`src/rtl/unsigned_sequential_divider.sv`:
```
// rtl/unsigned_sequential_divider.sv - restoring unsigned divider, one quotient bit per clock
`timescale 1ns/1ps

module unsigned_sequential_divider #(
    parameter int WIDTH = 8
) (
    input  logic             clk,
    input  logic             rst_n,
    input  logic             start,
    input  logic [WIDTH-1:0] a,
    input  logic [WIDTH-1:0] b,
    output logic [WIDTH-1:0] quo,
    output logic [WIDTH-1:0] rem,
    output logic             busy,
    output logic             done,
    output logic             div_by_zero
);

    localparam int CW = $clog2(WIDTH + 1);

    typedef enum logic {IDLE, RUN} state_t;

    state_t           state;
    logic [WIDTH-1:0] divisor;
    logic [WIDTH-1:0] q;
    logic [WIDTH-1:0] r;
    logic [CW-1:0]    count;

    logic [WIDTH:0]   trial;
    logic [WIDTH-1:0] diff;
    logic             fits;
    logic [WIDTH-1:0] q_next;
    logic [WIDTH-1:0] r_next;

    // The partial remainder is always below the divisor, so it fits in WIDTH bits;
    // only the shifted trial value needs the extra top bit for the compare.
    always_comb begin
        trial  = {r, q[WIDTH-1]};
        fits   = trial >= {1'b0, divisor};
        diff   = trial[WIDTH-1:0] - divisor;
        q_next = {q[WIDTH-2:0], fits};
        r_next = fits ? diff : trial[WIDTH-1:0];
    end

    always_ff @(posedge clk or negedge rst_n) begin
        if (!rst_n) begin
            state       <= IDLE;
            divisor     <= '0;
            q           <= '0;
            r           <= '0;
            count       <= '0;
            quo         <= '0;
            rem         <= '0;
            busy        <= 1'b0;
            done        <= 1'b0;
            div_by_zero <= 1'b0;
        end else begin
            done <= 1'b0;
            case (state)
                IDLE: begin
                    if (start) begin
                        if (b != '0) begin
                            divisor <= b;
                            q       <= a;
                            r       <= '0;
                            count   <= CW'(WIDTH);
                            busy    <= 1'b1;
                            state   <= RUN;
                        end else begin
                            quo         <= '1;
                            rem         <= a;
                            div_by_zero <= 1'b1;
                            done        <= 1'b1;
                        end
                    end
                end
                RUN: begin
                    q     <= q_next;
                    r     <= r_next;
                    count <= count - 1'b1;
                    if (count == CW'(1)) begin
                        quo         <= q_next;
                        rem         <= r_next;
                        div_by_zero <= 1'b0;
                        done        <= 1'b1;
                        busy        <= 1'b0;
                        state       <= IDLE;
                    end
                end
                default: state <= IDLE;
            endcase
        end
    end

endmodule

```
`config.mk`:
```
export PLATFORM = sky130hd
export DESIGN_NAME = unsigned_sequential_divider
export DESIGN_NICKNAME = d
export VERILOG_FILES = /design/src/rtl/unsigned_sequential_divider.sv
export SDC_FILE = /design/constraint.sdc
export NUM_CORES = 1
export LEC_CHECK = 0
export ABC_AREA = 1
export BUFFER_PORTS_ARGS = -buffer_cell sky130_fd_sc_hd__buf_4
export CORE_UTILIZATION = 45
export DETAILED_ROUTE_END_ITERATION = 16
export PLACE_DENSITY = 0.68
export REMOVE_ABC_BUFFERS = 1
export SLEW_MARGIN = 20
export SYNTH_ARGS = -nofsm -noshare
export SYNTH_HDL_FRONTEND = slang
export SYNTH_SLANG_ARGS = --single-unit
```
`constraint.sdc`:
```
create_clock -name clk -period 2.3 [get_ports clk]
set_input_delay 0.23 -clock clk [delete_from_list [all_inputs] [get_ports clk]]
set_output_delay 0.23 -clock clk [all_outputs]
set_load 0.05 [all_outputs]
```
* Yosys cells after proc, flatten, opt, wreduce, memory -nomap -nowiden
Index checks and enable logic that the tools add are counted.
Cells by class: muxes and demuxes 33, $lt $le $gt $ge 1, reduce and logical (&&, ||, !) cells 5, equality and inequality tests 5, add/sub/neg operators 2, bitwise gates (word level) 1
Operator list (count):
- $mux 8 | 11
- $pmux 8 s2 | 4
- $mux 1 | 11
- $ge 9x8->1 | 1
- $reduce_and 3->1 | 3
- $mux 4 | 2
- $pmux 1 s2 | 4
- $pmux 4 s2 | 1
- $reduce_bool 8->1 | 1
- $sub 8x8->8 | 1
- $ne 2x2->1 const B | 3
- $eq 4x1->1 const B | 1
- $sub 4x1->4 const B | 1
- $ne 2x1->1 const B | 1
- $reduce_and 2->1 | 1
- $not 1->1 | 1
Storage, ports and cells: word-level logic and storage cells 57, flip-flop bits (word level) 48, bits of input ports 19

* Logic depth before layout (Yosys ltp)
Gate-level depths: netlist of run 1.
depth in word-level cells 4, gate-level depth with buffers 13, depth with buffers taken out 13

* Worst setup path before layout of run 1
No wires, ideal clock.
path type register to register, from register r[1], to register rem[1], required time 2.187 ns, data arrival time 1.541 ns, cell stages (with the launch flop) 13, period minus slack after synthesis 1.653 ns, buffers on the path 1, slack 0.647 ns, cell sequence dfrtp_1 -> ha_1 -> buf_4 -> nand2_1 -> nor2_2 -> nand2_1 -> nor2_2 -> nor2_4 -> nand2_8 -> nand3_2 -> nand3b_1 -> nand2_1 -> inv_1
Between the ends: word-level cells in the longest chain between the ends 4
Ends and longest elaborated chain:
- start, declared | RTL line 26 | logic [WIDTH-1:0] r;
- start signal, assigned | RTL line 79 | r <= r_next;
- $ge 9x8->1 | RTL line 39 | fits = trial >= {1'b0, divisor};
- $mux 8 | RTL line 42 | r_next = fits ? diff : trial[WIDTH-1:0];
- $mux 8 | RTL line 81 | if (count == CW'(1)) begin
- $pmux 8 s2 | RTL line 59 | case (state)
- end signal, assigned | RTL line 83 | rem <= r_next;
- end, declared | RTL line 13 | output logic [WIDTH-1:0] rem,
No other way between the ends. The select of a mux whose other input is x is not followed. A chain may end at the register's enable or synchronous reset.

* Final worst setup path of run 1
from register r[5], to register rem[7]
Between the ends: word-level cells in the longest chain between the ends 4, elaborated cells on any way between the ends 5, those cells by class add/sub (1); order compare (1); mux (3)
Ends and longest elaborated chain (RTL line):
- $sub 8x8->8 or $ge 9x8->1 (tied branches) | 40, 39
- $mux 8 (*) | 42
- $mux 8 (*) | 81
- $pmux 8 s2 (*) | 59
Mark *: on every way between the ends. The rest lies on a longest branch, timed or not. The select of a mux whose other input is x is not followed.

==> summary.md, run 1 <==
| Metric | Value |
|---|---|
| Status | completed |
| Max-Cap Viols | 0 |
| Max stage delay on crit path | 0.41 ns |
| IO buf count | 37 |
| DR iter-0 viols | 128 |
| Most frequent cells in the layout | nand2_1 (83), inv_1 (49), dfrtp_1 (48) |
| Post-CTS Setup Repair Bufs | 0 |
| Total vias in the final route | 2172 |
| Number of distinct library cells after synthesis | 32 |
| Post-synthesis cell count | 327 |
| Gpl congestion | 0.9117 |
| Fin Hold WS | 0.1389 ns |
| Layout Cells excl Fill | 441 |
| Most frequent CP cell | nand2_1 |
| Type of the worst min-delay path | primary input to register |
| CTS clk-pin slew, worst paths | 0.09 ns |
| Die W | 78.52 microns |
| Sequential area share after synthesis | 45.58% |
| R2r startpoint | r[5] |
| Stages on worst setup path | 11 |
| Ratio of cells with drive above 1 in the final layout | 19.24% |
| Post-Route WL | 5.613 mm |
| Overflow after GRT | 0 |
| Tmin final | 1.867 ns |
| Core area | 0.005574 sq mm |
| Synthesized area | 0.002635 sq mm |
| Tcrit/Tclk final | 81.16% |
| Nets | 398 |
| Clock buffer depth | 2 |
| Largest net degree at the start of global routing | 49 |
| Crit path max fanout | 10 |
| Sink Count | 48 |
| Initial antenna violation count | 0 |
| Primary FF master, synth | dfrtp_1 |
| Final Hold Viols | 0 |
| Clock Skews | 0.008550 ns |
| Crit path buffers/inverters | 1 |
| CP Capture Type | register |
| GR Util All Layers | 20.35% |
| Final setup fails | 0 |
| DRT Pass-1 Iters | 4 |
| FILL cells | 513 |
| Post-synth EDFFs | 0 |
| DIE HEIGHT | 78.52 microns |
| Slew HR | 59.70% |
| Rows | 27 |
| Initial Util | 47.27% |
| Worst-Margin Slew | 0.6045 ns |
| Most common cell after layout, fill and taps aside | nand2_1 |
| I/O pin count | 38 |
| # placed instances | 432 |
| DRC | 0 |
| Die area | 0.006165 sq mm |
| H-tree Lvls | 2 |
| CP Cell Sequence | ha_1 -> nand2_1 -> nand2_1 -> nand2_1 -> nand2_1 -> nor2_4 -> nand2_8 -> nand3_2 -> nand3_1 -> nand2_1 -> inv_1 |
| Detailed placer's ending HPWL | 4.069 mm |
| Synth warn | 0 |
| Worst r2r dst | rem[7] |
| Reg2reg path depth | 11 |
| Total CTS buffers | 5 |
| WL/cell | 12.73 microns |
| RSZ-0062 raised after global routing | false |
| First-pass GRT wire length | 9.680 mm |
| Worst R2R Setup Slack | 0.43 ns |
| Routed Antenna Nets | 0 |
| Diodes inserted | 0 |
| CP Data Arrival Time | 2.07 ns |
| Avg Cell Area, Syn | 8.058 sq um |
| Max Slew Vio Count | 0 |
| Slowest-stage cell, CP | dfrtp_1 |
| CTS tree | yes |
| WP data required | 2.50 ns |
| Crit path to | rem[7] |
| TNS Setup | 0 ns |
| Yosys reg bits | 48 |
| Layout area overhead | 18.52% |
| DR vias/cell | 4.925 |
| CP startpoint kind | register |
| Setup Crit Path Kind | register to register |
| Number of global-route vias before repair | 2060 |
| Clock latency on the worst-skew pair | 0.30 ns |
| Root buf cell | clkbuf_8 |
| Achievable Freq | 535.7 MHz |
| Post-synth ARST share | 100.0% |
| CP top delay family | simple AND/OR/NAND/NOR gates |
| Crit path from | r[5] |
==> worst min path at each step <==
stage | startpoint | end | slack [ns] | cells past startpoint
after floorplan | rst_n | busy | -0.07 | 0
after global placement | rst_n | done | 0.29 | 1
after detailed placement | rst_n | rem[1] | 0.29 | 1
after CTS | b[0] | divisor[0] | 0.14 | 3
after global routing | b[1] | divisor[1] | 0.14 | 3
final | b[2] | divisor[2] | 0.14 | 3
==> synth_stat cells, types with 2 or more instances <==
| library cell | instances | area (sq um) |
|---|---|---|
| a21oi_1 | 9 | 45.04 |
| a31oi_1 | 3 | 18.77 |
| buf_2 | 5 | 25.02 |
| buf_4 | 3 | 22.52 |
| dfrtp_1 | 48 | 1201 |
| ha_1 | 10 | 125.1 |
| inv_1 | 49 | 183.9 |
| nand2_1 | 83 | 311.6 |
| nand3_1 | 16 | 80.08 |
| nand3_2 | 9 | 90.09 |
| nand3b_1 | 4 | 30.03 |
| nand4_1 | 12 | 75.07 |
| nor2_1 | 24 | 90.09 |
| nor2_2 | 2 | 12.51 |
| nor3_1 | 2 | 10.01 |
| o21ai_0 | 23 | 115.1 |
| o21ai_1 | 2 | 10.01 |
| o22ai_1 | 2 | 12.51 |
| or2_1 | 2 | 12.51 |
| or2_2 | 5 | 31.28 |
| xor2_1 | 3 | 26.28 |
==> cell type report <==
cell class | count | area, sq um | area share, %
tap | 72 | 90.09 | 2.885
sequential | 48 | 1201 | 38.46
clock inverter | 3 | 42.54 | 1.362
multi-input combinational | 219 | 1191 | 38.14
clock buffer | 5 | 68.82 | 2.204
inverter | 51 | 191.4 | 6.130
timing repair buffer | 43 | 337.8 | 10.82
==> registers in the layout (all words and copies together), names as in the netlist <==
name / count
q: 8
r: 8
divisor: 8
count: 4
quo: 8
done: 1
busy: 1
rem: 8
div_by_zero: 1
state: 1
==> metal layers <==
metal  global-route usage (%)  wire (microns)  vias up
met5                        0               0        -
met4                    5.556              42        0
met3                    3.488             218        6
met2                    32.17            2563       39
met1                    28.72            2789     1002
li1                         -               -     1125
==> cell families (layout without fill, tap and decap cells) <==
logic type | count (synthesis) | after routing | share of synthesized area (%)
compound gates | 40 | 40 | 7.930
simple gates | 164 | 164 | 30.44
fa+ha+maj | 11 | 11 | 5.508
xor+xnor | 4 | 4 | 1.330
buf+inv | 60 | 102 | 9.211
flops | 48 | 48 | 45.58
==> repair_timing <==
action | in CTS | in global routing
hold endpoints to repair | 48 | 0
resized for setup | 0 | 0
hold buffers | 1 | 0
==> stage by stage <==
step | cell area, sq um | setup slack [ns] | util (%)
2_1_floorplan | 2584 | 0.2683 | -
3_5_place_dp | 3002 | 0.4482 | 53.85
3_3_place_gp | 3002 | 0.4431 | 53.85
6_report | 3123 | 0.4333 | 56.03
4_1_cts | 3123 | 0.4292 | 56.03
5_1_grt | 3123 | 0.2747 | 56.03
==> worst register-to-register path, delay by kind of cell (launching register included) <==
family                   cells  cell delay (ns)
adder cells (fa/ha/maj)      1             0.35
buffers and inverters        1             0.04
flip-flops                   1             0.41
AND/OR/NAND/NOR              9             0.96
Power of run 1 is not shown: default switching activity piles up to over one toggle a cycle in this logic, so the estimate is an artifact.
==> run 2, diff against run 1 <==
--- a/config.mk
+++ b/config.mk
@@ -9,7 +9,7 @@
 export BUFFER_PORTS_ARGS = -buffer_cell sky130_fd_sc_hd__buf_4
 export CORE_UTILIZATION = 45
 export DETAILED_ROUTE_END_ITERATION = 16
-export PLACE_DENSITY = 0.68
+export PLACE_DENSITY = 0.71
 export REMOVE_ABC_BUFFERS = 1
 export SLEW_MARGIN = 20
 export SYNTH_ARGS = -nofsm -noshare
==> constraint.sdc (replaced) <==
create_clock -name clk -period 1.6 [get_ports clk]
set_input_delay 0.16 -clock clk [delete_from_list [all_inputs] [get_ports clk]]
set_output_delay 0.16 -clock clk [all_outputs]
set_load 0.05 [all_outputs]
==> run 2 against run 1 <==
  * The run now ends with setup timing left
  * Sequential cell count stayed put
  * Register-to-register slack lost 0.66 ns
  * Sequential share of layout area decreased by 6.1 points
  * Critical endpoint is now rem[6]
  * Largest cell class is now multi-input combinational cells
==> summary.md, run 2 (same netlist as run 1, synthesis figures left out) <==
| Metric | Value |
|---|---|
| DR vias/cell | 5.079 |
| Final setup fails | 18 |
| CP Data Arrival Time | 2.03 ns |
| Tcrit/Tclk final | 114.1% |
| Diodes inserted | 0 |
| Tmin final | 1.826 ns |
| Clock buffer depth | 2 |
| Routed Antenna Nets | 0 |
| WL/cell | 14.69 microns |
| H-tree Lvls | 2 |
| Initial Util | 47.27% |
| Sink Count | 48 |
| Total vias in the final route | 2453 |
| Fin Hold WS | 0.06549 ns |
| Clock Skews | 0.008787 ns |
| Layout area overhead | 40.93% |
| Failing checks | setup timing |
| Ratio of cells with drive above 1 in the final layout | 37.47% |
| Worst R2R Setup Slack | -0.23 ns |
| Register Area | 0.001201 sq mm |
| WP data required | 1.80 ns |
| Largest net degree at the start of global routing | 49 |
| Number of global-route vias before repair | 2251 |
| DR iter-0 viols | 201 |
| Nets | 440 |
| RSZ-0062 raised after global routing | true |
| Most frequent cells in the layout | buf_4 (79), nand2_1 (68), dfrtp_1 (48) |
| Core area | 0.005574 sq mm |
| Crit path max fanout | 3 |
| Final Hold Viols | 0 |
| Max-Cap Viols | 0 |
| Most common cell after layout, fill and taps aside | buf_4 |
| Gpl congestion | 0.8780 |
| Root buf cell | clkbuf_8 |
| Die W | 78.52 microns |
| CP Capture Type | register |
| FILL cells | 437 |
| I/O pin count | 38 |
| First-pass GRT wire length | 10.53 mm |
| Worst-Margin Slew | 0.6220 ns |
| Achievable Freq | 547.7 MHz |
| Status | finished, violations left |
| Overflow after GRT | 0 |
| DRT Pass-1 Iters | 4 |
| Slew HR | 58.54% |
| Clock latency on the worst-skew pair | 0.31 ns |
| Max Slew Vio Count | 0 |
| Die area | 0.006165 sq mm |
| DIE HEIGHT | 78.52 microns |
| Total CTS buffers | 5 |
| DRC | 0 |
| CTS tree | yes |
| Post-Route WL | 7.094 mm |
| CTS clk-pin slew, worst paths | 0.09 ns |
| Rows | 27 |
| Worst Slack Setup Final | -0.2260 ns |
| Setup Crit Path Kind | register to register |
| CP startpoint kind | register |
| Type of the worst min-delay path | primary input to register |
| Initial antenna violation count | 0 |
| IO buf count | 37 |
| Area of the multi-input gates | 0.001458 sq mm |
| Detailed placer's ending HPWL | 4.407 mm |
| GR Util All Layers | 22.18% |
run 2: cell types whose count changed in the layout (fill, tap and decap cells not counted), sizes merged:
cell	change
clkbuf	+1
nand2	+2
buf	+39
run 2: through the flow:
stage | utilization, % | instance area (sq um) | cells | setup slack (ns) | setup TNS [ns]
2_1_floorplan | - | 2584 | 318 | -0.4317 | -8.961
3_3_place_gp | 57.62 | 3212 | 460 | -0.2035 | -1.652
3_5_place_dp | 57.62 | 3212 | 460 | -0.2077 | -2.646
4_1_cts | 62.67 | 3493 | 473 | -0.1236 | -1.243
5_1_grt | 66.62 | 3714 | 483 | -0.3245 | -3.925
6_report | 66.62 | 3714 | 483 | -0.2260 | -2.248
run 2: what timing repair did:
| action | in CTS | in global routing |
|---|---|---|
| hold buffers | 1 | 0 |
| buffers inserted | 3 | 9 |
| setup endpoints to repair | 18 | 18 |
| pin swaps | 12 | 20 |
| hold endpoints to repair | 48 | 0 |
| resized for setup | 22 | 32 |
| gates cloned | 2 | 1 |
run 2: cell type report:
cell class / count / area share (%)
multi-input combinational: 221 / 39.25
timing repair buffer: 83 / 17.76
clock inverter: 3 / 1.146
tap: 72 / 2.426
inverter: 51 / 5.222
sequential: 48 / 32.34
clock buffer: 5 / 1.853
run 2: critical path, stage by stage, from the launching register on:
cell and delay, ns:
dfrtp_1 0.40, inv_2 0.08, ha_4 0.14, inv_4 0.04, fa_2 0.41, nand2_1 0.12
nand3_1 0.11, nand2_1 0.08, nand2_1 0.09, nand3_2 0.09, nand3_1 0.06, nand2_1 0.06
inv_1 0.03
run 2: path summary, 6_finish.rpt:
check / from / endpoint / cells after the start
min in group asynchronous: rst_n / quo[4] / 2
worst max-delay path: q[7] / rem[6] / 12
worst min register to register: count[3] / count[3] / 1
worst max register to register: q[7] / rem[6] / 12
worst min-delay path: b[1] / divisor[1] / 3
max in group asynchronous: rst_n / q[7] / 2
run 2: per-layer routing:
| layer | vias to the layer above | GRT usage [%] | part of all wire (%) |
|---|---|---|---|
| li1 | 1216 | - | - |
| met1 | 1129 | 30.42 | 44 |
| met2 | 87 | 35.57 | 49 |
| met3 | 21 | 3.256 | 4.5 |
| met4 | 0 | 8.148 | 2.6 |
| met5 | - | 0 | 0 |
Power of run 2 is left out for the same reason.
==> run 3, diff against run 2 <==
--- a/config.mk
+++ b/config.mk
@@ -8,6 +8,7 @@
 export ABC_AREA = 1
 export BUFFER_PORTS_ARGS = -buffer_cell sky130_fd_sc_hd__buf_4
 export CORE_UTILIZATION = 45
+export CTS_BUF_LIST = sky130_fd_sc_hd__clkbuf_16
 export DETAILED_ROUTE_END_ITERATION = 16
 export PLACE_DENSITY = 0.71
 export REMOVE_ABC_BUFFERS = 1
==> run 3 against run 2 <==
  * The run still ends with setup timing left
  * Worst setup slack improved by 0.064 ns
  * Maximum frequency up 3.7%
  * Cell area rose by 1.6%
  * Clock skew fell by 0.00060 ns
  * Routed wire length is 2.6% lower
  * Register-to-register slack improved by 0.06 ns
  * Critical path depth unchanged
  * Highest routed layer unchanged
  * Sequential cell count is the same
  * Count of clock-buffer cells in the layout is the same
  * Non-clock buffer count increased by 1
  * Utilization rose by 1.1 points
  * Via count shrank 1.0%
==> summary.md, run 3 (same netlist as run 1, synthesis figures left out) <==
| Metric | Value |
|---|---|
| Clock latency on the worst-skew pair | 0.29 ns |
| Status | finished, violations left |
| Largest net degree at the start of global routing | 49 |
| GR Util All Layers | 22.48% |
| Initial antenna violation count | 0 |
| Final Hold Viols | 0 |
| Max-Cap Viols | 0 |
| Detailed placer's ending HPWL | 4.407 mm |
| Worst Slack Setup Final | -0.1616 ns |
| First-pass GRT wire length | 10.70 mm |
| HP Start | b[3] |
| DR vias/cell | 5.017 |
| Die area | 0.006165 sq mm |
| Slowest-stage cell, CP | dfrtp_2 |
| DRT Pass-1 Iters | 5 |
| Tmin final | 1.762 ns |
| DRC | 0 |
| Worst Hold Path EP | divisor[3] |
| CP top delay family | simple AND/OR/NAND/NOR gates |
| Achievable Freq | 567.7 MHz |
| Pre-CTS setup slack | -0.2077 ns |
| Post-Route WL | 6.907 mm |
| Most frequent cells in the layout | buf_4 (82), nand2_1 (69), dfrtp_1 (46) |
| CTS clk-pin slew, worst paths | 0.07 ns |
| Initial Util | 47.27% |
| Slew HR | 59.56% |
| Nets | 441 |
| Tcrit/Tclk final | 110.1% |
| Total CTS buffers | 5 |
| Sink Count | 48 |
| Core area | 0.005574 sq mm |
| DIE HEIGHT | 78.52 microns |
| Worst r2r dst | rem[1] |
| WP data required | 1.84 ns |
| Type of the worst min-delay path | primary input to register |
| CP Cell Sequence | ha_4 -> nand2_4 -> nor2_4 -> nand2_2 -> nor2_4 -> nor2_4 -> buf_12 -> nand2_8 -> nand3_2 -> nand3b_1 -> nand2_1 -> inv_1 |
| Ratio of cells with drive above 1 in the final layout | 38.35% |
| CP Capture Type | register |
| DR iter-0 viols | 149 |
| Worst hold stages | 3 |
| Rows | 27 |
| Layout area overhead | 43.16% |
| Worst-Margin Slew | 0.6066 ns |
| R2r startpoint | r[4] |
| Crit path buffers/inverters | 2 |
| Total vias in the final route | 2428 |
| CP Data Arrival Time | 2.00 ns |
| Diodes inserted | 0 |
| Worst R2R Setup Slack | -0.16 ns |
| TNS Setup | -1.831 ns |
| Number of global-route vias before repair | 2240 |
| Clock buffer depth | 2 |
| Die W | 78.52 microns |
| RSZ-0062 raised after global routing | true |
| Max stage delay on crit path | 0.45 ns |
| Routed Antenna Nets | 0 |
| Root buf cell | clkbuf_16 |
| Most frequent CP cell | nor2_4 |
| I/O pin count | 38 |
| H-tree Lvls | 2 |
| Gpl congestion | 0.8780 |
| Clock Skews | 0.008189 ns |
| Crit path max fanout | 7 |
| Crit path from | r[4] |
| Most common cell after layout, fill and taps aside | buf_4 |
| Max Slew Vio Count | 0 |
| Util after Layout | 67.68% |
| CTS tree | yes |
| Reg2reg path depth | 12 |
| Failing checks | setup timing |
| CP startpoint kind | register |
| WL/cell | 14.27 microns |
| Setup Crit Path Kind | register to register |
| Final setup fails | 17 |
| IO buf count | 37 |
| Overflow after GRT | 0 |
run 3: cell count changes in the layout (fill, tap and decap cells not counted), sizes merged:
cell	before	now
clkbuf	6	5
buf	81	83
run 3: area by class of cell:
type	count	area (sq um)
Fill cell	412	1802
Multi-Input combinational cell	221	1471
Sequential cell	48	1204
Timing Repair Buffer	84	645.6
Inverter	51	193.9
Clock buffer	5	125.1
Tap cell	72	90.09
Clock inverter	3	42.54
run 3: layer usage:
layer | vias to the layer above | GRT usage (%) | part of all wire (%) | wire length (microns)
met1 | 1139 | 31.47 | 44 | 3012
met5 | - | 0 | 0 | 0
met2 | 62 | 35.91 | 50 | 3437
met4 | 0 | 6.111 | 2.1 | 143
met3 | 15 | 3.837 | 4.5 | 313
li1 | 1212 | - | - | -
run 3: metrics by stage:
step / hold slack [ns] / cell area (sq um) / instances
after CTS: 0.08917 / 3597 / 474
after global placement: 0.2139 / 3212 / 460
final: 0.09690 / 3772 / 484
after global routing: 0.09984 / 3772 / 484
after floorplan: -0.1356 / 2584 / 318
after detailed placement: 0.2172 / 3212 / 460
run 3: what timing repair did:
item	4_1_cts	5_1_grt
buffers inserted	4	10
hold buffers	1	0
hold endpoints to repair	48	0
pin swaps	23	27
gates resized for setup	31	26
endpoints found under the setup margin	18	18
cloned	2	0
run 3: worst max-delay path by stage:
stage | endpoint | cells past startpoint | slack (ns)
2_1_floorplan | rem[0] | 6 | -0.43
3_3_place_gp | rem[4] | 11 | -0.20
3_5_place_dp | rem[7] | 13 | -0.21
4_1_cts | rem[4] | 11 | -0.12
5_1_grt | rem[1] | 12 | -0.24
6_report | rem[1] | 12 | -0.16
run 3: worst min-delay path: cells and delay by family:
family          cells  cell delay (ns)
compound gates      1             0.06
buf+inv             1             0.09
simple gates        1             0.04
Power of run 3 is left out for the same reason.
